===== src/rtl/bcd_counter.sv =====
// Multi-digit synchronous BCD up/down counter with validated load, enable and terminal count.
// Define BCD_COUNTER_SATURATE_EN to hold at 99..9 / 00..0 instead of wrapping around.
module bcd_counter #(
   parameter int DIGITS = 2
) (
   input  logic                  clk,
   input  logic                  rst,
   input  logic                  en,
   input  logic                  up,
   input  logic                  load,
   input  logic [4*DIGITS-1:0]   load_val,
   output logic [4*DIGITS-1:0]   bcd,
   output logic                  tc,
   output logic                  load_err
);

   // nine_chain[i] / zero_chain[i]: digits 0..i-1 are all 9 / all 0
   logic [DIGITS:0]   nine_chain;
   logic [DIGITS:0]   zero_chain;
   logic [DIGITS-1:0] digit_ok;
   logic              load_ok;
   logic              at_limit;
   logic              hold_at_limit;
   logic              load_err_reg;

   assign nine_chain[0] = 1'b1;
   assign zero_chain[0] = 1'b1;
   assign load_ok       = &digit_ok;
   assign at_limit      = up ? nine_chain[DIGITS] : zero_chain[DIGITS];

`ifdef BCD_COUNTER_SATURATE_EN
   assign hold_at_limit = at_limit;
`else
   assign hold_at_limit = 1'b0;
`endif

   genvar gi;
   generate
      for (gi = 0; gi < DIGITS; gi = gi + 1) begin : g_digit
         logic [3:0] digit_reg;
         logic [3:0] digit_next;
         logic [3:0] load_digit;

         assign load_digit         = load_val[4*gi +: 4];
         assign digit_ok[gi]       = (load_digit <= 4'd9);
         assign nine_chain[gi + 1] = nine_chain[gi] & (digit_reg == 4'd9);
         assign zero_chain[gi + 1] = zero_chain[gi] & (digit_reg == 4'd0);

         always_comb begin
            digit_next = digit_reg;
            if (up) begin
               if (nine_chain[gi])
                  digit_next = (digit_reg == 4'd9) ? 4'd0 : digit_reg + 4'd1;
            end else begin
               if (zero_chain[gi])
                  digit_next = (digit_reg == 4'd0) ? 4'd9 : digit_reg - 4'd1;
            end
         end

         // A rejected load still blocks the count step on that edge
         always_ff @(posedge clk) begin
            if (rst) begin
               digit_reg <= 4'd0;
            end else if (load) begin
               if (load_ok)
                  digit_reg <= load_digit;
            end else if (en && !hold_at_limit) begin
               digit_reg <= digit_next;
            end
         end

         assign bcd[4*gi +: 4] = digit_reg;
      end
   endgenerate

   always_ff @(posedge clk) begin
      if (rst)
         load_err_reg <= 1'b0;
      else
         load_err_reg <= load & ~load_ok;
   end

   assign load_err = load_err_reg;
   assign tc       = en & ~load & ~rst & at_limit;

endmodule


===== config.mk =====
export PLATFORM = sky130hd
export DESIGN_NAME = bcd_counter
export DESIGN_NICKNAME = d
export VERILOG_FILES = /design/src/rtl/bcd_counter.sv
export SDC_FILE = /design/constraint.sdc
export NUM_CORES = 1
export LEC_CHECK = 0
export BUFFER_PORTS_ARGS = -buffer_cell sky130_fd_sc_hd__buf_2
export CORE_MARGIN = 4
export CORE_UTILIZATION = 55
export CTS_CLUSTER_SIZE = 20
export DETAILED_ROUTE_END_ITERATION = 10
export PLACE_DENSITY_LB_ADDON = 0.25
export SLEW_MARGIN = 20
export SYNTH_ARGS = -nofsm -noshare
export SYNTH_HDL_FRONTEND = slang
export SYNTH_SLANG_ARGS = --single-unit
export TNS_END_PERCENT = 100

===== constraint.sdc =====
create_clock -name clk -period 3.7 [get_ports clk]
set_clock_uncertainty 0.15 [all_clocks]
set_input_delay 0.185 -clock clk [delete_from_list [all_inputs] [get_ports clk]]
set_output_delay 0.185 -clock clk [all_outputs]
set_load 0.005 [all_outputs]

* After elaboration in Yosys (flattened, before gate mapping) *
Cells that the tools add are included.

word-level totals
  register bits = 9
  input bits = 13
  word-level logic and storage cells = 44

cells by class
  add/sub/neg operators = 4
  magnitude comparators = 2
  equal/unequal tests = 4
  mux-type cells = 15
  bitwise operators = 9
  reduce and logical (&&, ||, !) cells = 7

operator list
  operator             count
  $mux 4               14
  $add 4x1->4 const B  2
  $eq 4x4->1 const B   2
  $le 4x4->1 const B   2
  $logic_not 4->1      2
  $sub 4x1->4 const B  2
  $and 1x1->1          6
  $reduce_and 2->1     2
  $reduce_and 4->1     1
  $ne 3x1->1 const B   1
  $not 1->1            3
  $reduce_bool 3->1    1
  $ne 2x1->1 const B   1
  $reduce_bool 2->1    1
  $mux 1               1

* Logic depth before layout (Yosys ltp) *
Gate-level depths: netlist of the first run.

  depth after elaboration = 6
  gate-level depth with buffers = 6
  depth with buffers taken out = 4

* Worst setup path before layout of the first run *
No wires, ideal clock.

  path type = flip-flop to flip-flop
  from = register g_digit[1].digit_reg[2]
  to = register g_digit[1].digit_reg[3]
  arrival = 1.267 ns
  required time = 3.413 ns
  path slack = 2.146 ns
  cell stages (with the launch flop) = 6
  clock period less this slack = 1.554 ns
  cells stage by stage = dfxtp_1 -> clkbuf_1 -> xnor2_1 -> a21oi_1 -> a2111oi_0 -> o32ai_1

between the ends
  longest elaborated chain between the ends = 6

RTL lines
  element                                    line    source
  start, declared                            40      logic [3:0] digit_reg;
  start signal, assigned                     66      digit_reg <= load_digit;
  start signal, assigned                     68      digit_reg <= digit_next;
  $sub 4x1->4, or another cell as far along  56      digit_next = (digit_reg == 4'd0) ? 4'd9 : digit_reg - 4'd1;
  $mux 4 (on tied branches)                  56, 53
  $mux 4 (on tied branches)                  55, 52
  $mux 4 (*)                                 51      if (up) begin
  $mux 4 (*)                                 67      end else if (en && !hold_at_limit) begin
  $mux 4 (*)                                 64      end else if (load) begin

Every way passes the cells marked *; elsewhere a longest branch is shown, timed or not. The select of a mux whose other input is x is not followed.
A chain may end at the register's enable or synchronous reset.

* Worst setup path after layout of the first run *
  from = register g_digit[0].digit_reg[0]
  to = output port tc

between the ends
  longest elaborated chain between the ends = 4

RTL lines
  element                                        line    source
  start, declared                                40
  start signal, assigned                         66
  start signal, assigned                         68
  $eq 4x4->1 or $logic_not 4->1 (tied branches)  46, 47
  $and 1x1->1 (on tied branches)                 46, 47
  $mux 1 (*)                                     29      assign at_limit = up ? nine_chain[DIGITS] : zero_chain[DIGITS];
  $and 1x1->1 (*)                                84      assign tc = en & ~load & ~rst & at_limit;
  end, declared                                  13      output logic tc,

Every way passes the cells marked *; elsewhere a longest branch is shown, timed or not.

==> flow_metrics.tcl, run 1 <==
set metrics [dict create \
    cts.hold.buffers_added 0 \
    grt_antenna_before_repair 0 \
    crit_fanout 12 \
    hold_viol_final 0 \
    status "complete, no violations" \
    synth_ff_type "dfxtp_1" \
    arrival_ns 1.52 \
    path_clk_slew_ns 0.06 \
    synth.largest_area_cell "dfxtp_1" \
    power.density_nw_per_um2 309 \
    final.min_clock_period_ns 1.85 \
    maxCapViolations 0 \
    drtIter0Drc 17 \
    cts_sinks 9 \
    antennaDiodeCount 0 \
    synth_area_per_cell_um2 8.10 \
    die_area_um2 2200 \
    die_y_um 47.0 \
    synthAdderAreaFrac_pct 0 \
    met1_usage_pct 28.8 \
    io_buffer_count 22 \
    yosysWarnings 0 \
    setup_slack_ns 1.85 \
    post_dp_cell_area_um2 911 \
    cts_tree "done" \
    synthMuxAreaShare_pct 0 \
    hp-class "in2reg" \
    slowest_stage "dfxtp_1" \
    cp.buffers_inverters 1 \
    grt_use_total_pct 19.9 \
    core_area_um2 1370 \
    fin_setup_tns_ns 0 \
    n_fill_cell 122 \
    netlist_top_cells_area "dfxtp_1, nand3_1, o41ai_2, a211oi_1, buf_6" \
    die_w_um 47.0 \
    nets 134 \
    wirelength_um 1910 \
    clock.fmax_mhz 539 \
    synth_cell_type_count 50 \
    gp_congestion 0.811 \
    async_flop_share_pct 0 \
    clockBufferDepth 2 \
    dp_slack_ns 1.99 \
    met2_usage_pct 28.5 \
    ys_seq_elements 9 \
    post-route-period-util_pct 50.1 \
    viasPerCell 6.33 \
    dp_hpwl_um 1440 \
    slew_headroom_pct 67.2 \
    cts_resized 0 \
    first_pass_iters 4 \
    syn_nets 116 \
    yosys.area_share.xor_xnor_pct 3.15 \
    use_met3_pct 4.21 \
    grt-busiest-layer "met1" \
    grt_max_degree 18 \
    cts_max_level 1 \
    final_layout_size_suffix_gt1_share_pct 33.3 \
    grt_overflow 0 \
    crit_required_ns 3.37 \
    netlist_instances 103 \
    place_inst 131 \
    synth_compound_area_share_pct 35.2 \
    postRouteAntennaNets 0 \
    synth_top_family_by_area "compound AO/OA/AOI/OAI gates" \
    post-cts-setup-buffers 0 \
    fin_area_um2 937 \
    critPathKind "reg2out" \
    drc_errors 0 \
    max_stage_delay_ns 0.61 \
    layout.cells.non_filler 135 \
    area_growth_pct 12.3 \
    yosysMostFrequentCell "dfxtp_1" \
    rsz0062_at_grt "no" \
    pin_count 23 \
    synth_area_um2 835 \
    grt_pass1_vias 692 \
    setup_viol 0 \
    core.rowCount 13 \
    netlist.area_leader.share_pct 21.6 \
    tightestPinTransition_ns 0.492 \
    clk_latency_ns 0.27 \
    irDropWorstVdd_v 0.000239 \
    ys_seq_area_share_pct 21.6 \
    end_kind "output port" \
    synthTopCellsByCount "dfxtp_1, nand3_1, inv_1, nor2_1" \
    leakagePower_nw 0.378 \
    synthSimpleGateAreaFrac_pct 30.6 \
    cpLargestDelayFamily "flip-flops" \
    via_count 855 \
    path_cells "and3_4 > o211ai_4 > nor2_1 > buf_2" \
    slew_viol_final 0 \
    startpoint_type "register" \
    cts_buffers 3 \
    routedWlPerCell_um 14.2 \
    grt_pass1_wl_um 3110 \
    start_util_pct 61.1 \
    synth_edf_count 0 \
    largest_reg_flops 8 \
    clock-root-buffer "clkbuf_4" \
]
[final cells by class]
| cell class | count | area [um2] | area share, % |
|---|---|---|---|
| multi-input combinational | 78 | 576 | 61.4 |
| sequential | 9 | 180 | 19.2 |
| timing repair buffer | 22 | 110 | 11.7 |
| clock buffer | 4 | 26.3 | 2.80 |
| inverter | 7 | 26.3 | 2.80 |
| tap | 15 | 18.8 | 2.00 |
[worst reg2reg max path, delay by kind of cell (launching register included)]
kind             cells  cell delay [ns]
AND/OR/NAND/NOR      2             0.62
flip-flops           1             0.61
AO/OA/AOI/OAI        2             0.28
[kinds of logic (layout without fill, tap and decap cells)]
group,Yosys count,after routing
AND/OR/NAND/NOR,40,40
AO/OA/AOI/OAI,35,35
buffers and inverters,16,33
flip-flops,9,9
XOR/XNOR,3,3
[per-stage QoR]
step                util [%]  power (mW)  hold slack (ns)
finish                  68.6       0.290           0.0439
global route            68.6       0.305           0.0697
detailed placement      66.7       0.210            0.322
floorplan                  -       0.189            0.203
global placement        66.7       0.208            0.323
CTS                     68.6       0.289           0.0412
[final timing paths]
| kind | start | end | slack (ns) | cells past startpoint |
|---|---|---|---|---|
| max | g_digit[0].digit_reg[0] | tc | 1.85 | 4 |
| min | load_val[0] | g_digit[0].digit_reg[0] | 0.04 | 3 |
| max reg2reg | g_digit[0].digit_reg[0] | g_digit[1].digit_reg[0] | 1.97 | 4 |
| min reg2reg | g_digit[1].digit_reg[3] | g_digit[1].digit_reg[3] | 0.48 | 2 |
[per-layer routing]
metal	vias up	share of wire [%]
li1	433	-
met1	384	47
met2	33	43
met3	5	8.1
met4	0	2.1
met5	-	0
[power breakdown]
part           internal (mW)  leakage [nW]  switching [mW]
Clock                 0.0419        0.0150          0.0393
Sequential             0.104        0.0739          0.0202
Combinational         0.0408         0.290          0.0433
[cell usage in the layout (no fill, tap or decap), drive strengths merged, types with 2 or more instances in the layout]
| cell | n |
|---|---|
| o22ai | 2 |
| a32o | 2 |
| clkbuf | 4 |
| nor2 | 7 |
| a21o | 2 |
| buf | 22 |
| dfxtp | 9 |
| xnor2 | 2 |
| a2111oi | 2 |
| nand2 | 4 |
| nand3 | 8 |
| a21oi | 4 |
| a211oi | 3 |
| o41ai | 2 |
| nand4b | 2 |
| nor3 | 4 |
| o21ai | 6 |
| nor2b | 2 |
| and3 | 4 |
| a31oi | 3 |
| inv | 7 |
Power figures use the tool's default switching activity.
==> run 2: changes to the inputs <==
--- a/config.mk
+++ b/config.mk
@@ -7,7 +7,7 @@
 export LEC_CHECK = 0
 export BUFFER_PORTS_ARGS = -buffer_cell sky130_fd_sc_hd__buf_2
 export CORE_MARGIN = 4
-export CORE_UTILIZATION = 55
+export CORE_UTILIZATION = 51
 export CTS_CLUSTER_SIZE = 20
 export DETAILED_ROUTE_END_ITERATION = 10
 export PLACE_DENSITY_LB_ADDON = 0.25
==> constraint.sdc (replaced) <==
create_clock -name clk -period 1.92 [get_ports clk]
set_clock_uncertainty 0.15 [all_clocks]
set_input_delay 0.096 -clock clk [delete_from_list [all_inputs] [get_ports clk]]
set_output_delay 0.096 -clock clk [all_outputs]
set_load 0.005 [all_outputs]
==> run 2 against run 1 <==
Net effect: via count rose by 2.5%; setup slack got worse by 1.7 ns; first-iteration DRC count fell by 24%; final cell count rose by 3.7%; die area rose by 6.5%; non-clock buffer count rose by 4; clock-buffer cell count did not move; global-route usage fell by 0.58 points; core utilization fell by 4.6 points; largest power group unchanged.
==> flow_metrics.tcl, run 2 (synthesis gave the netlist of run 1 again) <==
set metrics [dict create \
    hold_start "load_val[2]" \
    clock.fmax_mhz 575 \
    post-route-period-util_pct 90.6 \
    fin_area_um2 976 \
    largest_reg_flops 8 \
    die_w_um 48.5 \
    final.min_clock_period_ns 1.74 \
    core.rowCount 14 \
    dp_slack_ns 0.221 \
    post-cts-setup-buffers 0 \
    multi_input_area_um2 576 \
    rsz0062_at_grt "no" \
    post_dp_cell_area_um2 920 \
    maxCapViolations 0 \
    regToRegEndpoint "g_digit[1].digit_reg[0]" \
    status "complete, no violations" \
    io_buffer_count 22 \
    core_area_um2 1520 \
    holdPathEnd "g_digit[0].digit_reg[2]" \
    postRouteAntennaNets 0 \
    cts_sinks 9 \
    seqCellArea_um2 180 \
    pin_count 23 \
    final_common_cell "buf_2" \
    die_y_um 48.5 \
    hold_viol_final 0 \
    viasPerCell 6.26 \
    r2r_slack_ns 0.22 \
    power.density_nw_per_um2 581 \
    final_layout_size_suffix_gt1_share_pct 33.1 \
    clock-root-buffer "clkbuf_4" \
    reg2reg_depth 4 \
    grt_antenna_before_repair 0 \
    irDropWorstVdd_v 0.000521 \
    n_fill_cell 136 \
    routedWlPerCell_um 15.0 \
    clockBufferDepth 2 \
    place_inst 133 \
    arrival_ns 1.49 \
    grt_use_total_pct 19.4 \
    via_count 876 \
    gp_congestion 0.798 \
    startpoint_type "register" \
    layout.cells.non_filler 140 \
    die_area_um2 2350 \
    cts_max_level 1 \
    grt_pass1_vias 819 \
    drc_errors 0 \
    cts_tree "done" \
    wirelength_um 2110 \
    final_cell_mix "buf_2, dfxtp_1, nand3_1" \
    end_kind "output port" \
    crit_required_ns 1.67 \
    startpoint "g_digit[0].digit_reg[0]" \
    leakagePower_nw 0.396 \
    hold_depth 3 \
    cts_buffers 3 \
    rr_startpoint "g_digit[0].digit_reg[0]" \
    drtIter0Drc 13 \
    nets 138 \
    first_pass_iters 4 \
    cts.hold.buffers_added 3 \
    crit_fanout 12 \
    clk_latency_ns 0.27 \
    start_util_pct 54.8 \
    cts_resized 0 \
    fin_setup_tns_ns 0 \
    setup_slack_ns 0.181 \
    area_growth_pct 16.9 \
    grt_max_degree 18 \
    critPathKind "reg2out" \
    path_clk_slew_ns 0.07 \
    grt_pass1_wl_um 3800 \
    antennaDiodeCount 0 \
    slew_viol_final 0 \
    tightestPinTransition_ns 0.470 \
    final_util_pct 64.0 \
    grt_overflow 0 \
    setup_viol 0 \
    hp-class "in2reg" \
    slew_headroom_pct 68.6 \
    dp_hpwl_um 1530 \
]
-- run 2: layout make-up --
cell class / instances / area share, %
Sequential cell: 9 / 18.5
Timing Repair Buffer: 26 / 15.1
Inverter: 7 / 2.69
Tap cell: 16 / 2.05
Multi-Input combinational cell: 78 / 59.0
Clock buffer: 4 / 2.69
-- run 2: report_power, final --
group          leakage (nW)  switching [mW]  internal, mW
clock                0.0150          0.0742        0.0805
sequential           0.0739          0.0380         0.201
combinational         0.307          0.0884        0.0844
-- run 2: metrics by stage --
step                      hold slack (ns)  total power [mW]
after floorplan                     0.114             0.364
final                             0.00677             0.567
after global routing               0.0457             0.603
after CTS                          0.0153             0.566
after global placement              0.233             0.404
after detailed placement            0.244             0.409
-- run 2: worst max-delay path, stage by stage (launching register included) --
cell and delay (ns):
dfxtp_1 0.60, and3_4 0.28, o211ai_4 0.12, nor2_1 0.11, buf_2 0.11
-- run 2: worst max path at each step --
stage                                    endpoint  slack, ns
after global placement    g_digit[0].digit_reg[3]       0.28
after global routing                           tc       0.06
after CTS                                      tc       0.17
final                                          tc       0.18
after detailed placement  g_digit[0].digit_reg[3]       0.22
after floorplan           g_digit[1].digit_reg[3]       0.37
-- run 2: layer usage --
metal / part of all wire [%] / global-route usage (%)
met2: 44 / 30.7
met4: 1.4 / 5.38
met5: 0 / 0
met3: 6.5 / 3.68
met1: 48 / 26.6
